==> src/rtl/bj_pkg.sv <==
// bj_pkg: shared types, result codes and card helpers for the blackjack
// round sequencer and its hand accumulators.
package bj_pkg;

  typedef enum logic [2:0] {
    ST_IDLE,
    ST_DEAL_P1,
    ST_DEAL_D1,
    ST_DEAL_P2,
    ST_DEAL_D2,
    ST_PLAYER,
    ST_DEALER,
    ST_RESULT
  } state_e;

  localparam logic [1:0] RES_NONE   = 2'b00;
  localparam logic [1:0] RES_PLAYER = 2'b01;
  localparam logic [1:0] RES_DEALER = 2'b10;
  localparam logic [1:0] RES_PUSH   = 2'b11;

  localparam logic [3:0] ACE      = 4'd1;
  localparam logic [4:0] BJ_SCORE = 5'd21;

  // Hard value of a rank: face cards count 10, ace counts 1.
  function automatic logic [3:0] card_value(input logic [3:0] rank);
    card_value = (rank > 4'd10) ? 4'd10 : rank;
  endfunction

  // Ranks outside 1..13 are line noise from the card source.
  function automatic logic rank_ok(input logic [3:0] rank);
    rank_ok = (rank != 4'd0) && (rank <= 4'd13);
  endfunction

endpackage

==> src/rtl/bj_hand_accum.sv <==
// bj_hand_accum: one blackjack hand. Keeps the hard sum, an ace flag and
// the card count, and presents the best score with ace-as-11 promotion.
module bj_hand_accum
  import bj_pkg::*;
(
  input  logic       clk,
  input  logic       rst_n,
  input  logic       clear_i,
  input  logic       add_i,
  input  logic [3:0] rank_i,
  output logic [4:0] score_o,
  output logic [2:0] count_o,
  output logic       soft_o,
  output logic       bust_o
);

  logic [4:0] hard_q, hard_d;
  logic       ace_q, ace_d;
  logic [2:0] count_q, count_d;
  logic [5:0] sum_w;

  assign sum_w = {1'b0, hard_q} + {2'b00, card_value(rank_i)};

  // Next hand contents; clear wins over add, hard sum saturates at 31.
  always_comb begin
    hard_d  = hard_q;
    ace_d   = ace_q;
    count_d = count_q;
    if (clear_i) begin
      hard_d  = '0;
      ace_d   = 1'b0;
      count_d = '0;
    end else if (add_i) begin
      hard_d  = (sum_w > 6'd31) ? 5'd31 : sum_w[4:0];
      ace_d   = ace_q | (rank_i == ACE);
      count_d = (count_q == 3'd7) ? count_q : count_q + 3'd1;
    end
  end

  // Hand registers.
  always_ff @(posedge clk or negedge rst_n) begin
    if (!rst_n) begin
      hard_q  <= '0;
      ace_q   <= 1'b0;
      count_q <= '0;
    end else begin
      hard_q  <= hard_d;
      ace_q   <= ace_d;
      count_q <= count_d;
    end
  end

  // An ace is promoted to 11 only while that keeps the hand at 21 or less.
  assign soft_o  = ace_q && (hard_q <= 5'd11);
  assign score_o = soft_o ? hard_q + 5'd10 : hard_q;
  assign count_o = count_q;
  assign bust_o  = score_o > BJ_SCORE;

endmodule

==> src/rtl/bj_round_ctrl.sv <==
// bj_round_ctrl: blackjack round sequencer. Deals P,D,P,D from a
// request/valid card source, runs the player turn and dealer draw rule,
// and posts the round result.
// Build option: SOFT17_HIT_EN makes the dealer draw on a soft 17.
//
// state    | meaning
// IDLE     | after reset, waiting for start
// DEAL_P1  | fetching player card 1
// DEAL_D1  | fetching dealer card 1
// DEAL_P2  | fetching player card 2
// DEAL_D2  | fetching dealer card 2, then natural check
// PLAYER   | player hit/stand, auto-advance on 21 / full hand / bust
// DEALER   | dealer draws below the stand score
// RESULT   | result and hands held until start
module bj_round_ctrl
  import bj_pkg::*;
#(
  parameter int DEALER_STAND = 17,
  parameter int MAX_HAND     = 5,
  parameter int WAIT_LIMIT   = 8
) (
  input  logic       clk,
  input  logic       reset_n,
  input  logic       start,
  input  logic       hit,
  input  logic       stand,
  output logic       card_req,
  input  logic       card_valid,
  input  logic [3:0] card_in,
  output logic [4:0] player_score,
  output logic [4:0] dealer_score,
  output logic [2:0] player_count,
  output logic [2:0] dealer_count,
  output logic       busy,
  output logic [1:0] result
);

  localparam logic [4:0] STAND_SC  = 5'(DEALER_STAND);
  localparam logic [2:0] MAX_CNT   = 3'(MAX_HAND);
  localparam logic [3:0] WAIT_LOAD = 4'(WAIT_LIMIT - 1);

  state_e     state_q, state_d;
  logic       pending_q, pending_d;
  logic       req_q, req_d;
  logic [3:0] wait_q, wait_d;
  logic [1:0] result_q, result_d;

  logic       clear_w, fetch_w, accept_w, add_p_w, add_d_w;
  logic       soft17_w, dealer_draw_w, dealer_nat_w;
  logic [4:0] p_score, d_score;
  logic [2:0] p_count, d_count;
  logic       p_soft, d_soft, p_bust, d_bust;

  assign accept_w = pending_q && card_valid && rank_ok(card_in);
  assign add_p_w  = accept_w && (state_q inside {ST_DEAL_P1, ST_DEAL_P2, ST_PLAYER});
  assign add_d_w  = accept_w && (state_q inside {ST_DEAL_D1, ST_DEAL_D2, ST_DEALER});

  bj_hand_accum u_player (
    .clk     (clk),
    .rst_n   (reset_n),
    .clear_i (clear_w),
    .add_i   (add_p_w),
    .rank_i  (card_in),
    .score_o (p_score),
    .count_o (p_count),
    .soft_o  (p_soft),
    .bust_o  (p_bust)
  );

  bj_hand_accum u_dealer (
    .clk     (clk),
    .rst_n   (reset_n),
    .clear_i (clear_w),
    .add_i   (add_d_w),
    .rank_i  (card_in),
    .score_o (d_score),
    .count_o (d_count),
    .soft_o  (d_soft),
    .bust_o  (d_bust)
  );

`ifdef SOFT17_HIT_EN
  assign soft17_w = d_soft && (d_score == 5'd17);
`else
  assign soft17_w = 1'b0;
`endif

  assign dealer_draw_w = ((d_score < STAND_SC) || soft17_w) && (d_count < MAX_CNT);

  // Dealer's second card is still arriving in DEAL_D2, so a dealer natural
  // is predicted from the one held card plus the incoming rank.
  assign dealer_nat_w = ((d_score == 5'd10) && (card_in == ACE)) ||
                        (d_soft && (d_score == 5'd11) && (card_value(card_in) == 4'd10));

  // Next state, card fetch handshake and result.
  always_comb begin
    state_d   = state_q;
    pending_d = pending_q;
    req_d     = 1'b0;
    wait_d    = wait_q;
    result_d  = result_q;
    clear_w   = 1'b0;
    fetch_w   = 1'b0;

    if (pending_q && !accept_w) begin
      if (wait_q == 4'd0) begin
        req_d  = 1'b1;
        wait_d = WAIT_LOAD;
      end else begin
        wait_d = wait_q - 4'd1;
      end
    end
    if (accept_w) pending_d = 1'b0;

    unique case (state_q)
      ST_IDLE, ST_RESULT: begin
        if (start) begin
          clear_w  = 1'b1;
          result_d = RES_NONE;
          state_d  = ST_DEAL_P1;
        end
      end
      ST_DEAL_P1: begin
        if (!pending_q) fetch_w = 1'b1;
        else if (accept_w) state_d = ST_DEAL_D1;
      end
      ST_DEAL_D1: begin
        if (!pending_q) fetch_w = 1'b1;
        else if (accept_w) state_d = ST_DEAL_P2;
      end
      ST_DEAL_P2: begin
        if (!pending_q) fetch_w = 1'b1;
        else if (accept_w) state_d = ST_DEAL_D2;
      end
      ST_DEAL_D2: begin
        if (!pending_q) begin
          fetch_w = 1'b1;
        end else if (accept_w) begin
          // A two-card 21 always holds an ace counted as 11.
          if (p_soft && (p_score == BJ_SCORE)) begin
            state_d  = ST_RESULT;
            result_d = dealer_nat_w ? RES_PUSH : RES_PLAYER;
          end else begin
            state_d = ST_PLAYER;
          end
        end
      end
      ST_PLAYER: begin
        if (!pending_q) begin
          if (p_bust) begin
            state_d  = ST_RESULT;
            result_d = RES_DEALER;
          end else if ((p_score == BJ_SCORE) || (p_count == MAX_CNT) || stand) begin
            state_d = ST_DEALER;
          end else if (hit) begin
            fetch_w = 1'b1;
          end
        end
      end
      ST_DEALER: begin
        if (!pending_q) begin
          if (d_bust) begin
            state_d  = ST_RESULT;
            result_d = RES_PLAYER;
          end else if (dealer_draw_w) begin
            fetch_w = 1'b1;
          end else begin
            state_d  = ST_RESULT;
            result_d = (p_score > d_score) ? RES_PLAYER :
                       (p_score < d_score) ? RES_DEALER : RES_PUSH;
          end
        end
      end
      default: state_d = ST_IDLE;
    endcase

    if (fetch_w) begin
      pending_d = 1'b1;
      req_d     = 1'b1;
      wait_d    = WAIT_LOAD;
    end
  end

  // Sequencer registers.
  always_ff @(posedge clk or negedge reset_n) begin
    if (!reset_n) begin
      state_q   <= ST_IDLE;
      pending_q <= 1'b0;
      req_q     <= 1'b0;
      wait_q    <= '0;
      result_q  <= RES_NONE;
    end else begin
      state_q   <= state_d;
      pending_q <= pending_d;
      req_q     <= req_d;
      wait_q    <= wait_d;
      result_q  <= result_d;
    end
  end

  assign card_req     = req_q;
  assign busy         = (state_q != ST_IDLE) && (state_q != ST_RESULT);
  assign result       = result_q;
  assign player_score = p_score;
  assign dealer_score = d_score;
  assign player_count = p_count;
  assign dealer_count = d_count;

endmodule
==> config.mk <==
export PLATFORM = sky130hd
export DESIGN_NAME = bj_round_ctrl
export DESIGN_NICKNAME = d
export VERILOG_FILES = /design/src/rtl/bj_pkg.sv /design/src/rtl/bj_hand_accum.sv /design/src/rtl/bj_round_ctrl.sv
export SDC_FILE = /design/constraint.sdc
export NUM_CORES = 1
export LEC_CHECK = 0
export ABC_AREA = 1
export CAP_MARGIN = 20
export CORE_MARGIN = 2
export CORE_UTILIZATION = 51
export CTS_CLUSTER_DIAMETER = 30
export DETAILED_ROUTE_END_ITERATION = 8
export PLACE_DENSITY = 0.82
export SLEW_MARGIN = 40
export SYNTH_ARGS = -nofsm -noshare
export SYNTH_HDL_FRONTEND = slang
export SYNTH_HIERARCHICAL = 1
export SYNTH_SLANG_ARGS = --single-unit
export TNS_END_PERCENT = 10
==> constraint.sdc <==
create_clock -name clk -period 3.9 [get_ports clk]
set_input_delay 0.78 -clock clk [delete_from_list [all_inputs] [get_ports clk]]
set_output_delay 0.78 -clock clk [all_outputs]
set_load 0.01 [all_outputs]
==> flow_summary.yaml <==
run_status:
  outcome: "finished, final reports clean"
setup_path:
  worst-endpoint-required_ns: 3.12
  crit_path_frequent_cell: "nand2_1"
  worstPathCellList: "inv_1, ha_1, nand3_2, nand2_2, nand2_2, nand2_1, nand2_1, nand2_1, clkdlybuf4s50_1"
  reg2reg_depth: 19
  cp.arrival_ns: 2.21
  cp_max_fo: 5
  critPathKind: "register to output port"
  worst_setup_path_end_kind: "output port"
  slowest_delay_ns: 0.57
  slowest_stage: "clkdlybuf4s50_1"
  cpLargestDelayFamily: "buffers and inverters"
  crit_path_start_kind: "register"
  reg2reg_from: "u_dealer/hard_q[2]"
  r2r_end: "result[1]"
  r2r_slack_ns: 1.47
  critical_path_buf_inv_count: 2
global_routing:
  grt.overflow.total: 0
  grt_first_pass_wirelength_um: 10750
  first_global_vias: 2442
  grt_start_max_net_pins: 30
  grt_use_total_pct: 22.16
  antenna_found_initial: 0
drt:
  routed_wl_um: 6370
  vias_per_cell: 5.216
  first_iter_violations: 187
  firstDrtPassIters: 5
  antenna_left: 0
  vias: 2655
  drc: 0
  wl_per_cell_um: 12.51
clocking:
  cts_root_buffer: "clkbuf_8"
  cts_max_level: 2
  cts_inserted_buffers: 5
  postCtsSetupBuffers: 0
  clockBufferDepth: 2
  cts.repair.resized: 0
  insertion_delay_ns: 0.29
  clkTransAtPathRegs_ns: 0.06
  ctsHoldBuffers: 0
  cts_tree: "done"
  cts.sinks: 29
floorplanning:
  core_mm2: 0.005140
  die-area_mm2: 0.005957
  ios: 30
  dieWidth_um: 77.18
  initial_core_util_pct: 53.14
  fp.dieH_um: 77.18
  rows: 26
run:
  drv_cap: 0
power_and_ir_drop:
  power_mw: 2.257
  max-vdd-ir-drop_uv: 458.7
  powerDensity_mw_per_mm2: 705.5
  leakagePower_nw: 1.677
logic_synthesis:
  synth.avg_cell_area_um2: 6.728
  ys_seq_elements: 29
  yosysSeqAreaShare_pct: 26.57
  synth_fp_nets: 441
  syn_area_mm2: 0.002731
  synth.distinct_cells: 32
  synth_cells: 406
  yosysWarnings: 6
timing:
  timing.final.hold_violations: 0
  min_period_ns: 2.986
  tightestPinTransition_ns: 0.6142
  fmax_ghz: 0.3349
  maxSlewHeadroom_pct: 58.90
  fin_crit_sh_pct: 76.57
  fin_skew_ns: 0.008415
  grt_setup_unrepaired: "false"
  setup_viol_count_final: 0
  setup-tns-final_ns: 0
  finalMaxSlewViolations: 0
worst_hold_path:
  hp-start: "result[1]"
  hold_end: "result[1]"
  hp-class: "register to register"
  hold_path_depth: 2
finish:
  final_common_cell: "nand2_1"
  mostFrequentLayoutCells: "110 x nand2_1, 69 x inv_1, 37 x nor2_1"
  layout.nets: 473
  drive_gt1_share_pct: 11.85
  n_fill_cell: 491
  syn_to_final_growth_pct: 17.13
  n_antenna_cell: 0
placed_design:
  dp_hpwl_um: 4910
  portBuffers: 29
  gp_congestion: 0.8632
## cell families (layout without fill, tap and decap cells)
family / after synthesis / count (layout) / share of synthesized area, %
adders and majority gates: 25 / 25 / 12.00
and+or+nand+nor: 218 / 218 / 38.34
AOI/OAI and AO/OA: 47 / 47 / 9.482
xor gates and xnor gates: 6 / 6 / 1.924
DFF: 29 / 29 / 26.57
buffers and inverters: 81 / 114 / 11.68
## power by group
part / total, mW / internal, mW / leakage, nW / switching (mW)
Sequential: 0.567 / 0.412 / 0.380 / 0.155
Clock: 0.328 / 0.208 / 0.0585 / 0.120
Combinational: 1.36 / 0.549 / 1.24 / 0.814
Total: 2.26 / 1.17 / 1.68 / 1.09
## worst min-delay path: cells and delay by family, from the launching register on
family,cells,cell delay [ns]
simple gates,2,0.12
flops,1,0.34
## metrics by stage
step | setup WS, ns | util, % | cells | hold slack [ns] | cell area [um^2]
floorplan | 1.723 | - | 406 | 0.4823 | 2731
global placement | 0.9976 | 59.98 | 501 | 0.4842 | 3083
detailed placement | 0.9537 | 59.98 | 501 | 0.4738 | 3083
CTS | 0.9417 | 62.24 | 509 | 0.4971 | 3199
global route | 0.8161 | 62.24 | 509 | 0.5345 | 3199
finish | 0.9139 | 62.24 | 509 | 0.4887 | 3199
## per-layer routing
metal	up-vias	global-route usage (%)	routed length, um
li1	1333	-	-
met1	1221	28.80	2873
met2	83	37.39	3099
met3	18	2.941	265
met4	0	8.571	131
met5	-	0	0
## cells in the mapped netlist
cell type  count  area share [%]
a21boi_0       1            0.27
a21oi_1       19             3.5
a21oi_2        1            0.32
buf_4          2            0.55
buf_6          1            0.41
clkbuf_1       2            0.27
clkinv_1       2            0.27
dfrtp_1       29              27
fa_1           2             1.5
ha_1          23              11
inv_1         69             9.5
inv_2          5            0.69
nand2_1      110              15
nand2_2       12             2.7
nand2_4        4             1.6
nand3_1       23             4.2
nand3_2       10             3.7
nand3b_1       5             1.4
nand4_1        4            0.92
nor2_1        37             5.1
nor2_2         5             1.1
nor2_4         4             1.6
nor3_1         3            0.55
o211ai_1       1            0.27
o21ai_0       13             2.4
o21ai_1        7             1.3
o21ai_2        2            0.64
o21bai_1       1            0.27
o31ai_1        2            0.55
or2_2          1            0.23
xnor2_1        5             1.6
xor2_1         1            0.32
## worst max path at each step
stage / startpoint / end / slack [ns] / cells past startpoint
after floorplan: card_in[2] / u_dealer/hard_q[4] / 1.72 / 11
after global placement: card_in[3] / u_dealer/hard_q[4] / 1.0 / 12
after detailed placement: card_in[3] / u_player/hard_q[4] / 0.95 / 12
after CTS: u_dealer/hard_q[2] / dealer_score[1] / 0.94 / 9
after global routing: u_dealer/hard_q[2] / dealer_score[1] / 0.82 / 9
final: u_dealer/hard_q[2] / dealer_score[1] / 0.91 / 9
## flip-flops by register name, summed over array words and instances (netlist names)
name	count
u_dealer/hard_q	5
result	2
card_req	1
state_q	3
wait_q	4
u_dealer/count_o	3
u_player/hard_q	5
u_dealer/ace_q	1
u_player/count_o	3
pending_q	1
u_player/ace_q	1
## layout make-up
| cell class | count | area [um^2] | area share [%] |
|---|---|---|---|
| tap | 70 | 87.58 | 2.738 |
| clock inverter | 1 | 30.03 | 0.9386 |
| inverter | 76 | 285.3 | 8.917 |
| sequential | 29 | 725.7 | 22.68 |
| timing repair buffer | 30 | 297.8 | 9.308 |
| multi-input combinational | 296 | 1687 | 52.72 |
| clock buffer | 7 | 86.33 | 2.698 |
(Power assumes the default switching activity.)
